--- src/rtl/clk_en_pkg.sv ---
// clk_en_pkg: shared constants, divisor word type and helpers for clk_en_gen
package clk_en_pkg;

    localparam int CNT_W_DEF   = 32;
    localparam int DEFAULT_DIV = 2;

    typedef logic [CNT_W_DEF-1:0] div_word_t;

    function automatic int clog2(input int n);
        int r = 0;
        while ((1 << r) < n) r++;
        return r;
    endfunction

endpackage

--- src/rtl/clk_en_ch.sv ---
// clk_en_ch: one divider channel producing a tick enable and a square wave
module clk_en_ch
    import clk_en_pkg::*;
#(
    parameter int CNT_W = CNT_W_DEF,
    parameter int DIV0  = 2
) (
    input  logic             clk,
    input  logic             rst_n,
    input  logic             en,
    input  logic             sync,
    input  logic             load,
    input  logic [CNT_W-1:0] load_div,
    output logic             tick,
    output logic             sq,
    output logic             pend
);

    logic [CNT_W-1:0] cnt;
    logic [CNT_W-1:0] div;
    logic [CNT_W-1:0] pend_div;
    logic             wrap;

    assign wrap = cnt == div - CNT_W'(1);

    // Count, realign on sync, and swap in a pending divisor only when the period restarts.
    always_ff @(posedge clk or negedge rst_n) begin
        if (!rst_n) begin
            cnt      <= '0;
            div      <= CNT_W'(DIV0);
            pend_div <= '0;
            pend     <= 1'b0;
            tick     <= 1'b0;
            sq       <= 1'b0;
        end else begin
            if (sync) begin
                cnt  <= '0;
                sq   <= 1'b0;
                tick <= 1'b0;
                if (pend) div <= pend_div;
            end else if (!en) begin
                tick <= 1'b0;
                if (pend) begin
                    div <= pend_div;
                    cnt <= '0;
                end
            end else if (wrap) begin
                cnt  <= '0;
                tick <= 1'b1;
                sq   <= ~sq;
                if (pend) div <= pend_div;
            end else begin
                cnt  <= cnt + CNT_W'(1);
                tick <= 1'b0;
            end
            pend <= load ? 1'b1 : (sync || !en || wrap) ? 1'b0 : pend;
            if (load) pend_div <= load_div;
        end
    end

endmodule

--- src/rtl/clk_en_gen.sv ---
// clk_en_gen: multi-channel runtime-programmable clock-enable generator
module clk_en_gen
    import clk_en_pkg::*;
#(
    parameter int NUM_CH      = 4,
    parameter int CNT_W       = CNT_W_DEF,
    parameter int DEFAULT_DIV = clk_en_pkg::DEFAULT_DIV,
    parameter int CH_W        = 4
) (
    input  logic              clk,
    input  logic              rst_n,
    input  logic [NUM_CH-1:0] en,
    input  logic              sync,
    input  logic              cfg_we,
    input  logic [CH_W-1:0]   cfg_ch,
    input  logic [CNT_W-1:0]  cfg_div,
    output logic              cfg_err,
    output logic [NUM_CH-1:0] tick,
    output logic [NUM_CH-1:0] sq,
    output logic [NUM_CH-1:0] pend
);

    logic wr_ok;

    // Channel index is widened by one bit so NUM_CH=16 still compares correctly.
    assign wr_ok = cfg_div != '0 && {1'b0, cfg_ch} < (CH_W + 1)'(NUM_CH);

    // Flag writes that carry a zero divisor or address a missing channel.
    always_ff @(posedge clk or negedge rst_n) begin
        if (!rst_n) cfg_err <= 1'b0;
        else cfg_err <= cfg_we && !wr_ok;
    end

    for (genvar g = 0; g < NUM_CH; g++) begin : g_ch
        clk_en_ch #(
            .CNT_W (CNT_W),
            .DIV0  (DEFAULT_DIV)
        ) u_ch (
            .clk      (clk),
            .rst_n    (rst_n),
            .en       (en[g]),
            .sync     (sync),
            .load     (cfg_we && wr_ok && cfg_ch == CH_W'(g)),
            .load_div (cfg_div),
            .tick     (tick[g]),
            .sq       (sq[g]),
            .pend     (pend[g])
        );
    end

endmodule

--- config.mk ---
export PLATFORM = sky130hd
export DESIGN_NAME = clk_en_gen
export DESIGN_NICKNAME = d
export VERILOG_FILES = /design/src/rtl/clk_en_pkg.sv /design/src/rtl/clk_en_ch.sv /design/src/rtl/clk_en_gen.sv
export SDC_FILE = /design/constraint.sdc
export NUM_CORES = 1
export LEC_CHECK = 0
export CELL_PAD_IN_SITES_DETAIL_PLACEMENT = 1
export CELL_PAD_IN_SITES_GLOBAL_PLACEMENT = 1
export CORE_UTILIZATION = 54
export DETAILED_ROUTE_END_ITERATION = 8
export HOLD_SLACK_MARGIN = 0.1
export PLACE_DENSITY = 0.91
export SLEW_MARGIN = 15
export SYNTH_ARGS = -nofsm -noshare
export SYNTH_HDL_FRONTEND = slang
export SYNTH_SLANG_ARGS = --single-unit
--- constraint.sdc ---
create_clock -name clk -period 7.07 [get_ports clk]
set_input_delay 1.414 -clock clk [delete_from_list [all_inputs] [get_ports clk]]
set_output_delay 1.414 -clock clk [all_outputs]
set_load 0.02 [all_outputs]
==> results of run 1 <==
final cells by class:
type	instances	share of cell area, %
diodes	1	0.0105
clock buffers	65	5.53
clock inverters	17	1.18
inverters	34	0.533
multi-input cells	1481	45.5
flip-flops and latches	397	41.5
well taps	518	2.71
repair buffers	74	3.03
registers in the layout (all words and copies together) (netlist names):
register and count:
g_ch.u_ch.cnt 128, g_ch.u_ch.div 128, g_ch.u_ch.pend_div 128, g_ch.u_ch.pend 4, g_ch.u_ch.sq 4, g_ch.u_ch.tick 4
cfg_err 1
per-layer routing:
layer / share of wire, % / vias to the layer above / global-route usage, %
met5: 0 / - / 0
met4: 3.6 / 0 / 12.4
met3: 4.4 / 174 / 5.03
met2: 52 / 432 / 57.0
met1: 40 / 8490 / 38.4
li1: - / 7202 / -
cells by family after synthesis:
family,Yosys count,synth area share (%)
xor gates and xnor gates,253,10.4
and+or+nand+nor,789,19.7
AOI/OAI and AO/OA,156,5.35
DFF,397,46.5
adders and majority gates,8,0.468
muxes,275,14.9
buffers and inverters,126,2.71
power breakdown:
part           switching [W]  internal, W
logic                0.00120      0.00100
registers           0.000562      0.00268
clock network       0.000986      0.00156
total                0.00275      0.00523
synth_stat cells, types with 6 or more instances:
library cell  instances
buf_4                15
nand3_1              80
ha_1                  8
dfrtp_1             393
o211ai_1              9
o21ai_0              31
buf_2                10
nand2_1             112
nor3b_1               6
nor2_1              211
nand4_1              50
xor2_1              122
a21oi_1              15
nand2b_1             16
inv_1                34
xnor2_1             131
and2_1               17
nor2b_1              23
mux2i_1              15
and3_1               30
mux2_4               30
nor4b_1               6
or4b_2                7
mux2_1                7
nand3b_1             24
a211oi_1              7
mux2_2              223
clkbuf_1             61
a21o_1               12
or4_1                19
and4_1               12
a22o_1                9
nor4_1               44
or3_1                19
nand4b_1             13
nor3_1               73
a31oi_1              11
cell usage in the layout, fill, tap and decap left out, types with 31 or more instances in the layout:
cell             count
nor3_1              70
dfrtp_1            393
clkdlybuf4s50_1     55
xor2_1             122
o21ai_0             31
inv_1               34
nand2_1            112
nor2_1             209
nor4_1              44
nand3_1             80
nand4_1             50
clkbuf_16           46
xnor2_1            131
mux2_2             223
through the flow:
| stage | util, % | setup slack [ns] | std cells | cell area (um2) |
|---|---|---|---|---|
| 4_1_cts | 61.6 | 2.03 | 2586 | 23900 |
| 2_1_floorplan | - | 3.07 | 2004 | 21400 |
| 3_3_place_gp | 57.5 | 2.45 | 2504 | 22300 |
| 6_report | 61.6 | 2.01 | 2587 | 23900 |
| 5_1_grt | 61.6 | 1.78 | 2586 | 23900 |
| 3_5_place_dp | 57.5 | 2.12 | 2504 | 22300 |
final timing paths:
check / startpoint / endpoint / cells past startpoint
setup / recovery: g_ch[1].u_ch.div[0] / g_ch[1].u_ch.cnt[27] / 11
hold / removal: g_ch[1].u_ch.pend_div[31] / g_ch[1].u_ch.pend_div[31] / 1
setup reg to reg: g_ch[1].u_ch.div[0] / g_ch[1].u_ch.cnt[27] / 11
hold reg to reg: g_ch[1].u_ch.pend_div[31] / g_ch[1].u_ch.pend_div[31] / 1
max in group asynchronous: rst_n / g_ch[0].u_ch.cnt[24] / 2
min in group asynchronous: rst_n / g_ch[3].u_ch.cnt[3] / 1
critical path, stage by stage (launching register included):
cell	delay (ns)
dfrtp_1	0.47
inv_1	0.09
ha_1	0.28
or4b_2	0.73
nor4bb_1	0.89
and2_1	0.25
a41o_1	0.20
o211ai_1	0.09
or4_1	0.56
nand3b_1	0.37
and2_1	0.82
nor2_1	0.14
==> flow_summary.ini, run 1 <==
[timing]
hold_slack_ns = 0.500
slew_violations = 0
slew_headroom_pct = 21.2
worst_pin_slew_ns = 1.18
min_period_ns = 5.06
period_share_pct = 71.6
finalSetupViolations = 0
clock.fmax_mhz = 198
rsz0062_at_grt = no
worst_clock_skew_ns = 0.0150
fin_tns_setup_ns = 0
hold_violations = 0

[yosys]
synth_edf_count = 0
yosysWarnings = 0
ys_seq_elements = 397
synth_flop_cell = dfrtp_1
synth-seq-area-share_pct = 46.5
yosysTopAreaCell = dfrtp_1
syn_area_mm2 = 0.0214
synth_area_leaders = dfrtp_1, mux2_2, xnor2_1
async_flop_share_pct = 100
postSynthAreaPerCell_um2 = 10.7
yosysUniqueCellTypes = 87
synthesis.instances = 2004
yosysTopAreaCellShare_pct = 46.0
syn-num-nets = 2056

[pwr]
leakagePower_nw = 10.2
power_density_mw_per_mm2 = 334
finalPower_w = 0.00798
vdd_drop_max_mv = 0.237

[floorplan]
start_util_pct = 55.0
die_area_mm2 = 0.0404
die_h_um = 201
num_rows = 72
core_mm2 = 0.0388
die_w_um = 201
ios = 57

[global_route]
grt.total_usage_pct = 31.9
grt_pass1_vias = 18116
grt_max_degree = 180
grt_pass1_wl_um = 101000
grt_overflow = 0
antenna_found_initial = 6

[placement]
place_congestion = 0.938
port_buffers = 56
hpwl_um = 43800

[cts]
post_cts_buffers = 0
holdBufCountCts = 0
path_clk_slew_ns = 0.06
cts.sinks = 397
clkLatencyLatePin_ns = 0.59
cts-resized-gates = 0
cts_tree = done
htree_levels = 2
cts_inserted_buffers = 45
clockBufferDepth = 3
cts-root-buf = clkbuf_16

[setup_path]
path_max_fanout = 27
cp_data_required_time_ns = 7.49
startpoint_type = flip-flop
endpoint_kind = flip-flop
critPathArrivalTime_ns = 5.48
crit_type = flip-flop to flip-flop
r2r_slack_ns = 2.01

[cells_and_area]
final-seq-area_mm2 = 0.00994
layout.nets = 2085
n_fill_cell = 4057
area_delta_synth_final_pct = 12.0
drive_above_1_share_pct = 18.5
multi_input_area_mm2 = 0.0109

[drt]
drcViolationCount = 0
vias = 16298
wl_per_cell_um = 24.4
drt_iter0_markers = 1011
routed_wl_um = 63200
vias_per_cell = 6.30
ant_nets = 0
dr.pass1.iters = 5

[flow_run]
drv_cap = 0

[worst_hold_path]
worstHoldPathType = flip-flop to flip-flop

[status]
status = finished, final reports clean
No activity file was read; power rests on OpenSTA's default activity.
==> run 2: changes to the inputs <==
--- a/config.mk
+++ b/config.mk
@@ -7,10 +7,10 @@
 export LEC_CHECK = 0
 export CELL_PAD_IN_SITES_DETAIL_PLACEMENT = 1
 export CELL_PAD_IN_SITES_GLOBAL_PLACEMENT = 1
-export CORE_UTILIZATION = 54
+export CORE_UTILIZATION = 50
 export DETAILED_ROUTE_END_ITERATION = 8
 export HOLD_SLACK_MARGIN = 0.1
-export PLACE_DENSITY = 0.91
+export PLACE_DENSITY = 0.85
 export SLEW_MARGIN = 15
 export SYNTH_ARGS = -nofsm -noshare
 export SYNTH_HDL_FRONTEND = slang
==> constraint.sdc (replaced) <==
create_clock -name clk -period 4.9 [get_ports clk]
set_input_delay 0.98 -clock clk [delete_from_list [all_inputs] [get_ports clk]]
set_output_delay 0.98 -clock clk [all_outputs]
set_load 0.02 [all_outputs]
==> flow_summary.ini, run 2 (synthesized netlist as in run 1, its figures left out) <==
[drt]
wl_per_cell_um = 24.2
vias = 16442
dr.pass1.iters = 5
routed_wl_um = 63600
drcViolationCount = 0
drt_iter0_markers = 1173
ant_nets = 0
vias_per_cell = 6.24

[setup_path]
critPathArrivalTime_ns = 5.01
crit_type = flip-flop to flip-flop
path_max_fanout = 32
cp_data_required_time_ns = 5.35
endpoint_kind = flip-flop
critPathMaxStageDelay_ns = 0.76
crit_family = simple AND/OR/NAND/NOR gates
crit_path_frequent_cell = or4b_2
startpoint_type = flip-flop
cpMaxStageDelayCell = or4b_2
critPathBufInv = 2
worstPathCellList = inv_1, ha_1, or4b_2, or4b_2, a211oi_1, o32a_1, o211ai_1, or4_1, nand3b_1, nand2_1, buf_4, mux2_2

[cts]
cts_inserted_buffers = 44
htree_levels = 2
cts-root-buf = clkbuf_16
holdBufCountCts = 0
path_clk_slew_ns = 0.07
cts.sinks = 397
clockBufferDepth = 3
clkLatencyLatePin_ns = 0.58
post_cts_buffers = 0
cts_tree = done

[floorplan]
num_rows = 75
core_mm2 = 0.0420
die_w_um = 209
start_util_pct = 50.8
die_area_mm2 = 0.0436
ios = 57
die_h_um = 209

[pwr]
leakagePower_nw = 10.3
power_density_mw_per_mm2 = 472
vdd_drop_max_mv = 0.327
finalPower_w = 0.0114

[global_route]
grt_pass1_wl_um = 101000
grt_overflow = 0
grt.total_usage_pct = 29.7
grt_pass1_vias = 18057
grt_max_degree = 120
antenna_found_initial = 4

[timing]
finalSetupViolations = 0
worst_clock_skew_ns = 0.0162
clock.fmax_mhz = 220
slew_headroom_pct = 31.1
slew_violations = 0
rsz0062_at_grt = no
fin_tns_setup_ns = 0
worst_pin_slew_ns = 1.03
period_share_pct = 92.9
min_period_ns = 4.55
timing.final.ws_setup_ns = 0.346
hold_violations = 0

[cells_and_area]
stdcell_count = 2634
utilization_pct = 57.3
layout_commonest_cell = dfrtp_1
drive_above_1_share_pct = 19.6
layout.nets = 2115
layout_common_cells = dfrtp_1, mux2_2, nor2_1, xnor2_1, xor2_1
area_delta_synth_final_pct = 12.7
n_antenna_cell = 0
largestRegisters = g_ch.u_ch.cnt x128, g_ch.u_ch.div x128, g_ch.u_ch.pend_div x128

[placement]
hpwl_um = 43500
port_buffers = 56
place_ws_ns = 0.350
place_congestion = 0.914
place_inst = 2556

[status]
status = finished, final reports clean

[flow_run]
drv_cap = 0

[worst_hold_path]
worstHoldPathType = input pin to async pin
[run 2: changes by cell type in the layout (fill, tap and decap cells not counted), sizes merged]
cell,before,now
inv,35,34
diode,1,0
bufinv,7,5
clkbuf,65,62
buf,19,50
clkinv,7,9
[run 2: path summary, 6_finish.rpt]
kind	start	end	slack (ns)	cells after the start
max in group asynchronous	rst_n	g_ch[1].u_ch.div[27]	3.31	2
min in group clk	g_ch[0].u_ch.pend_div[18]	g_ch[0].u_ch.div[18]	0.49	1
worst min register to register	g_ch[0].u_ch.pend_div[18]	g_ch[0].u_ch.div[18]	0.49	1
worst max register to register	g_ch[1].u_ch.div[0]	g_ch[1].u_ch.div[21]	0.35	12
worst max-delay path	g_ch[1].u_ch.div[0]	g_ch[1].u_ch.div[21]	0.35	12
worst min-delay path	rst_n	g_ch[3].u_ch.sq	0.42	1
[run 2: layout make-up]
cell class	count	area (um2)
tap	539	674
clock inverter	16	210
timing repair buffer	105	983
clock buffer	62	1280
multi-input combinational	1481	10900
sequential	397	9940
inverter	34	128
fill	4397	17900
[run 2: repair_timing]
item,in CTS,in global routing
endpoints found under the setup margin,0,5
resized for setup,0,1
endpoints found under the hold margin,0,0
[run 2: per-stage QoR]
step | cell area [um2] | hold WS [ns]
2_1_floorplan | 21400 | 0.454
3_3_place_gp | 22600 | 0.462
3_5_place_dp | 22600 | 0.480
4_1_cts | 24100 | 0.494
5_1_grt | 24100 | 0.511
6_report | 24100 | 0.423
[run 2: where the power goes]
| part | leakage (nW) | internal, W | switching [W] |
|---|---|---|---|
| logic | 4.42 | 0.00148 | 0.00176 |
| registers | 5.18 | 0.00386 | 0.000798 |
| clock network | 0.735 | 0.00208 | 0.00140 |
[run 2: per-layer routing]
metal  GRT usage (%)  up-vias  part of all wire, %
li1                -     7254                    -
met1            36.5     8482                   40
met2            52.0      535                   51
met3            4.48      171                  5.5
met4            12.2        0                  3.7
met5               0        -                    0
==> variant 1, RTL diff (settings of run 2) <==
`NUM_CH`: 4 -> 8.
--- a/src/rtl/clk_en_gen.sv
+++ b/src/rtl/clk_en_gen.sv
@@ -2,7 +2,7 @@
 module clk_en_gen
     import clk_en_pkg::*;
 #(
-    parameter int NUM_CH      = 4,
+    parameter int NUM_CH      = 8,
     parameter int CNT_W       = CNT_W_DEF,
     parameter int DEFAULT_DIV = clk_en_pkg::DEFAULT_DIV,
     parameter int CH_W        = 4
Ports: changed (resized en, pend, sq and tick); port bits go from 57 to 73. The function was not compared with the original's and may differ.
==> variant 1 against run 2 <==
Global-route usage up 2.8 points; sequential cell count grew 396; power is 81% higher; synthesized area up 99%; first-iteration DRC count is 100% higher; via count increased by 100%; synthesized cell count increased by 99%; cell area up 98%; worst hold slack worse by 0.017 ns; wire length is 120% higher; setup slack worse by 0.12 ns; combinational power grew 72%; largest power group unchanged; highest routed layer is now met5.
==> variant 1: results (changes against run 2) <==
place:
  place_area_sq_um: 44600  # was 22,600 sq um
  pre_cts_ws_ns: 0.0741  # was 0.350 ns
cells_and_area:
  non_clock_buffer_count: 176  # was 105
  diodes: 3  # was 0
  multi_input_area_share: 0.452  # about the same
  buffer_area_frac: 0.0336  # was 0.0408
  fill_cells: 8837  # was 4,397
  fin_nets: 4126  # was 2,115
  final_cells: 5267  # was 2,634
  num-nonclk-inverters: 65  # was 34
  clkbuf_count: 131  # was 62
  top_regs: "g_ch.u_ch.cnt: 256 flops, g_ch.u_ch.div: 256 flops, g_ch.u_ch.pend_div: 256 flops"  # was g_ch.u_ch.cnt: 128 flops, g_ch.u_ch.div: 128 flops, g_ch.u_ch.pend_div: 128 flops
  final-clk-cell-share: 0.0623  # was 0.0618
power:
  pg_clk_w: 0.00693  # was 0.00348 W
  switching_power_w: 0.00694  # was 0.00396 W
  sequentialPower_w: 0.00816  # was 0.00466 W
cts:
  clkLatencyLatePin_ns: 0.66  # was 0.58 ns
sta:
  max_slew_margin: 0.140  # was 0.311
  fin_skew_ns: 0.0237  # was 0.0162 ns
grt:
  grt_pass1_wl_microns: 216000  # was 101,000 microns
  grt_pass1_vias: 35900  # was 18,100
  antenna_found_initial: 14  # was 4
  track_usage: 0.324  # was 0.297
  grt_max_degree: 133  # was 120
floorplan:
  rows: 106  # was 75
outcome:
  status: "finished clean"  # unchanged
critical_path:
  worstReg2RegEnd: "g_ch[5].u_ch.div[20]"  # was g_ch[1].u_ch.div[21]
  regToRegSetupSlack_ns: 0.22  # was 0.35 ns
synthesis:
  synth_top_cells_by_count: "dfrtp_1, mux2_2, nor2_1"  # unchanged
  ys_seq_area_frac: 0.468  # was 0.465
routing:
  avgViaCountPerCell: 6.28  # was 6.24
  wire_per_inst_microns: 26.1  # was 24.2 microns
  drtIter0Drc: 2370  # was 1,173
variant 1: changes by cell type after synthesis, sizes merged, moves of 75 or more:
cell    before  now
clkbuf      61  136
dfrtp      393  785
mux2       260  518
nand2      112  205
nor2       211  394
nor3        73  171
xnor2      131  265
xor2       122  240
variant 1: how the worst max path moves through the flow:
stage                         from  cells after the start                   endpoint  slack (ns)
3_3_place_gp           cfg_div[24]                     10  g_ch[2].u_ch.pend_div[23]        0.15
3_5_place_dp           cfg_div[24]                     10  g_ch[2].u_ch.pend_div[19]        0.07
5_1_grt        g_ch[0].u_ch.div[0]                     11       g_ch[0].u_ch.div[21]        0.03
2_1_floorplan  g_ch[7].u_ch.div[8]                     12       g_ch[7].u_ch.div[10]        1.03
6_report       g_ch[5].u_ch.div[2]                     11       g_ch[5].u_ch.div[20]        0.22
4_1_cts        g_ch[5].u_ch.div[0]                     11       g_ch[5].u_ch.div[20]        0.37
variant 1: cells by family after synthesis:
kind of cell               count (synthesis)  share of synthesized area
AOI/OAI and AO/OA                        368                     0.0631
xor gates and xnor gates                 506                      0.105
adders and majority gates                 17                    0.00495
buffers and inverters                    262                     0.0265
DFF                                      793                      0.468
muxes                                    543                      0.146
and+or+nand+nor                         1505                      0.187
variant 1: worst max-delay path: stages, from the launching register on:
cell      delay (ns)
dfrtp_1         0.47
nor3_1          0.90
nand2_1         0.41
or4_1           0.65
or4b_1          0.54
o211ai_1        0.11
mux2i_1         0.15
o31ai_1         0.30
buf_4           0.24
nand2_1         0.07
buf_4           0.31
mux2_1          0.38
variant 1: per-layer routing:
layer	global-route usage	vias up	part of all wire
met4	0.189	8	0.063
met2	0.544	1142	0.49
met1	0.396	17000	0.39
met3	0.0514	444	0.057
met5	0	-	0.00039
li1	-	14500	-
==> variant 2, RTL diff (settings of run 2) <==
Made on the original files. Reset style: synchronous (`rst_n`), changed in 2 clocked blocks.
--- a/src/rtl/clk_en_ch.sv
+++ b/src/rtl/clk_en_ch.sv
@@ -24,7 +24,7 @@
     assign wrap = cnt == div - CNT_W'(1);
 
     // Count, realign on sync, and swap in a pending divisor only when the period restarts.
-    always_ff @(posedge clk or negedge rst_n) begin
+    always_ff @(posedge clk) begin
         if (!rst_n) begin
             cnt      <= '0;
             div      <= CNT_W'(DIV0);
--- a/src/rtl/clk_en_gen.sv
+++ b/src/rtl/clk_en_gen.sv
@@ -26,7 +26,7 @@
     assign wr_ok = cfg_div != '0 && {1'b0, cfg_ch} < (CH_W + 1)'(NUM_CH);
 
     // Flag writes that carry a zero divisor or address a missing channel.
-    always_ff @(posedge clk or negedge rst_n) begin
+    always_ff @(posedge clk) begin
         if (!rst_n) cfg_err <= 1'b0;
         else cfg_err <= cfg_we && !wr_ok;
     end
Formal check against the unedited RTL: differs if rst_n is asserted again (counterexample within 4 cycles, from zero or initial values and one cycle with rst_n low); with rst_n held inactive, the same outputs for 4 cycles.
==> variant 2 against run 2 <==
Cell area down 0.76%; critical path type unchanged; synthesized area up 0.15%; critical endpoint is now g_ch[2].u_ch.cnt[23]; wire length up 3.5%; non-clock buffer count down 2; first-iteration DRC count about the same; setup slack better by 0.24 ns; sequential cell count unchanged.
Power is not compared: it rests on default switching activity, and its combinational part moved more than twofold at a synthesized area within 25%.
==> variant 2: results (changes against run 2) <==
routing:
  top_layer: "met5"  # was met4
  met2_length_microns: 32200  # was 32,500 microns
  wl_met1_microns: 28300  # was 25,300 microns
  avgViaCountPerCell: 6.14  # was 6.24
  wire_per_inst_microns: 21.0  # was 24.2 microns
  wl_met3_microns: 3220  # was 3480 microns
cells_and_area:
  clkbuf_count: 59  # was 62
  final-clk-cell-share: 0.0662  # was 0.0618
  fill_cells: 4906  # was 4,397
  multi_input_gates: 1970  # was 1,481
  multiInputGateArea_sq_um: 12600  # was 10,900 sq um
  non_clock_buffer_count: 103  # was 105
  buffer_area_frac: 0.0389  # was 0.0408
grt:
  grt_pass1_wl_microns: 105000  # was 101,000 microns
  track_usage: 0.300  # was 0.297
critical_path:
  path_max_fanout: 22  # was 32
  cp_data_arrival_time_ns: 4.77  # was 5.01 ns
place:
  routabilityCongestion: 0.902  # was 0.914
  dp_hpwl_microns: 45900  # was 43,500 microns
synthesis:
  synthesis.nets: 2627  # was 2,056
  synth_top_cells_by_count: "dfxtp_1, nand2_1, mux2i_1"  # was dfrtp_1, mux2_2, nor2_1
  synth.distinct_cells: 91  # was 87
  ys_seq_area_frac: 0.371  # was 0.465
  ys_async_sr_fraction: 0  # was 1.00
  synth.area.top_cells: "dfxtp_1, mux2i_1, nand2_1, nor2b_1, nand3_1"  # was dfrtp_1, mux2_2, xnor2_1, xor2_1, nor2_1
outcome:
  status: "finished clean"  # unchanged
sta:
  max_slew_margin: 0.400  # was 0.311
worst_hold_path:
  hold_path.class: "reg -> reg"  # was in -> async
==> variant 2: cell count changes after synthesis, moves of 36 or more <==
cell      change
dfxtp_1     +397
dfrtp_1     -393
nand2_1     +259
mux2_2      -221
mux2i_1     +187
nor2b_1     +123
o21ai_0     +101
nand3_1      +98
nor2_1       -85
clkbuf_1     +76
o311ai_0     +36
==> variant 2: power by group through the flow <==
stage                     clock, W  combinational (W)  sequential (W)
after floorplan                  0           0.000205         0.00333
after global placement           0           0.000358         0.00333
after detailed placement         0           0.000367         0.00333
after CTS                  0.00372           0.000372         0.00326
after global routing       0.00383           0.000398         0.00326
final                      0.00366           0.000378         0.00326
==> variant 2: cell families after synthesis <==
kind of cell             after synthesis  synth area share
adder cells (fa/ha/maj)                8           0.00468
AND/OR/NAND/NOR                     1184             0.285
buffers and inverters                208            0.0421
multiplexers                         204            0.0955
AO/OA/AOI/OAI                        382             0.123
XOR/XNOR                             192            0.0792
flip-flops                           397             0.371
==> variant 2: critical path, stage by stage (launching register included) <==
cell       delay, ns
dfxtp_1         0.36
nor4_1          0.63
nand2_1         0.46
or4_1           0.63
a2111oi_0       0.42
nand4_1         0.21
a2111oi_4       0.40
a211o_1         0.65
buf_4           0.28
or3_1           0.11
o21ai_0         0.06
==> variant 2: per-stage QoR <==
stage | instance area, sq um | util | instances | total power, W
final | 23900 | 0.569 | 3128 | 0.00730
after global routing | 23900 | 0.569 | 3128 | 0.00749
after CTS | 23900 | 0.569 | 3128 | 0.00735
after detailed placement | 22300 | 0.531 | 3048 | 0.00370
after global placement | 22300 | 0.531 | 3048 | 0.00369
after floorplan | 21400 | - | 2575 | 0.00353
==> variant 2: final timing paths <==
| path | cells after the start | startpoint | slack (ns) | endpoint |
|---|---|---|---|---|
| hold reg to reg | 2 | g_ch[3].u_ch.pend_div[21] | 0.46 | g_ch[3].u_ch.div[21] |
| setup reg to reg | 10 | g_ch[2].u_ch.div[13] | 0.59 | g_ch[2].u_ch.cnt[23] |
| setup / recovery | 10 | g_ch[2].u_ch.div[13] | 0.59 | g_ch[2].u_ch.cnt[23] |
| hold / removal | 2 | g_ch[3].u_ch.pend_div[21] | 0.46 | g_ch[3].u_ch.div[21] |
==> variant 2: per-layer routing <==
| layer | up-vias | global-route usage |
|---|---|---|
| li1 | 9113 | - |
| met1 | 9526 | 0.377 |
| met2 | 422 | 0.524 |
| met3 | 134 | 0.0385 |
| met4 | 2 | 0.105 |
| met5 | - | 0 |
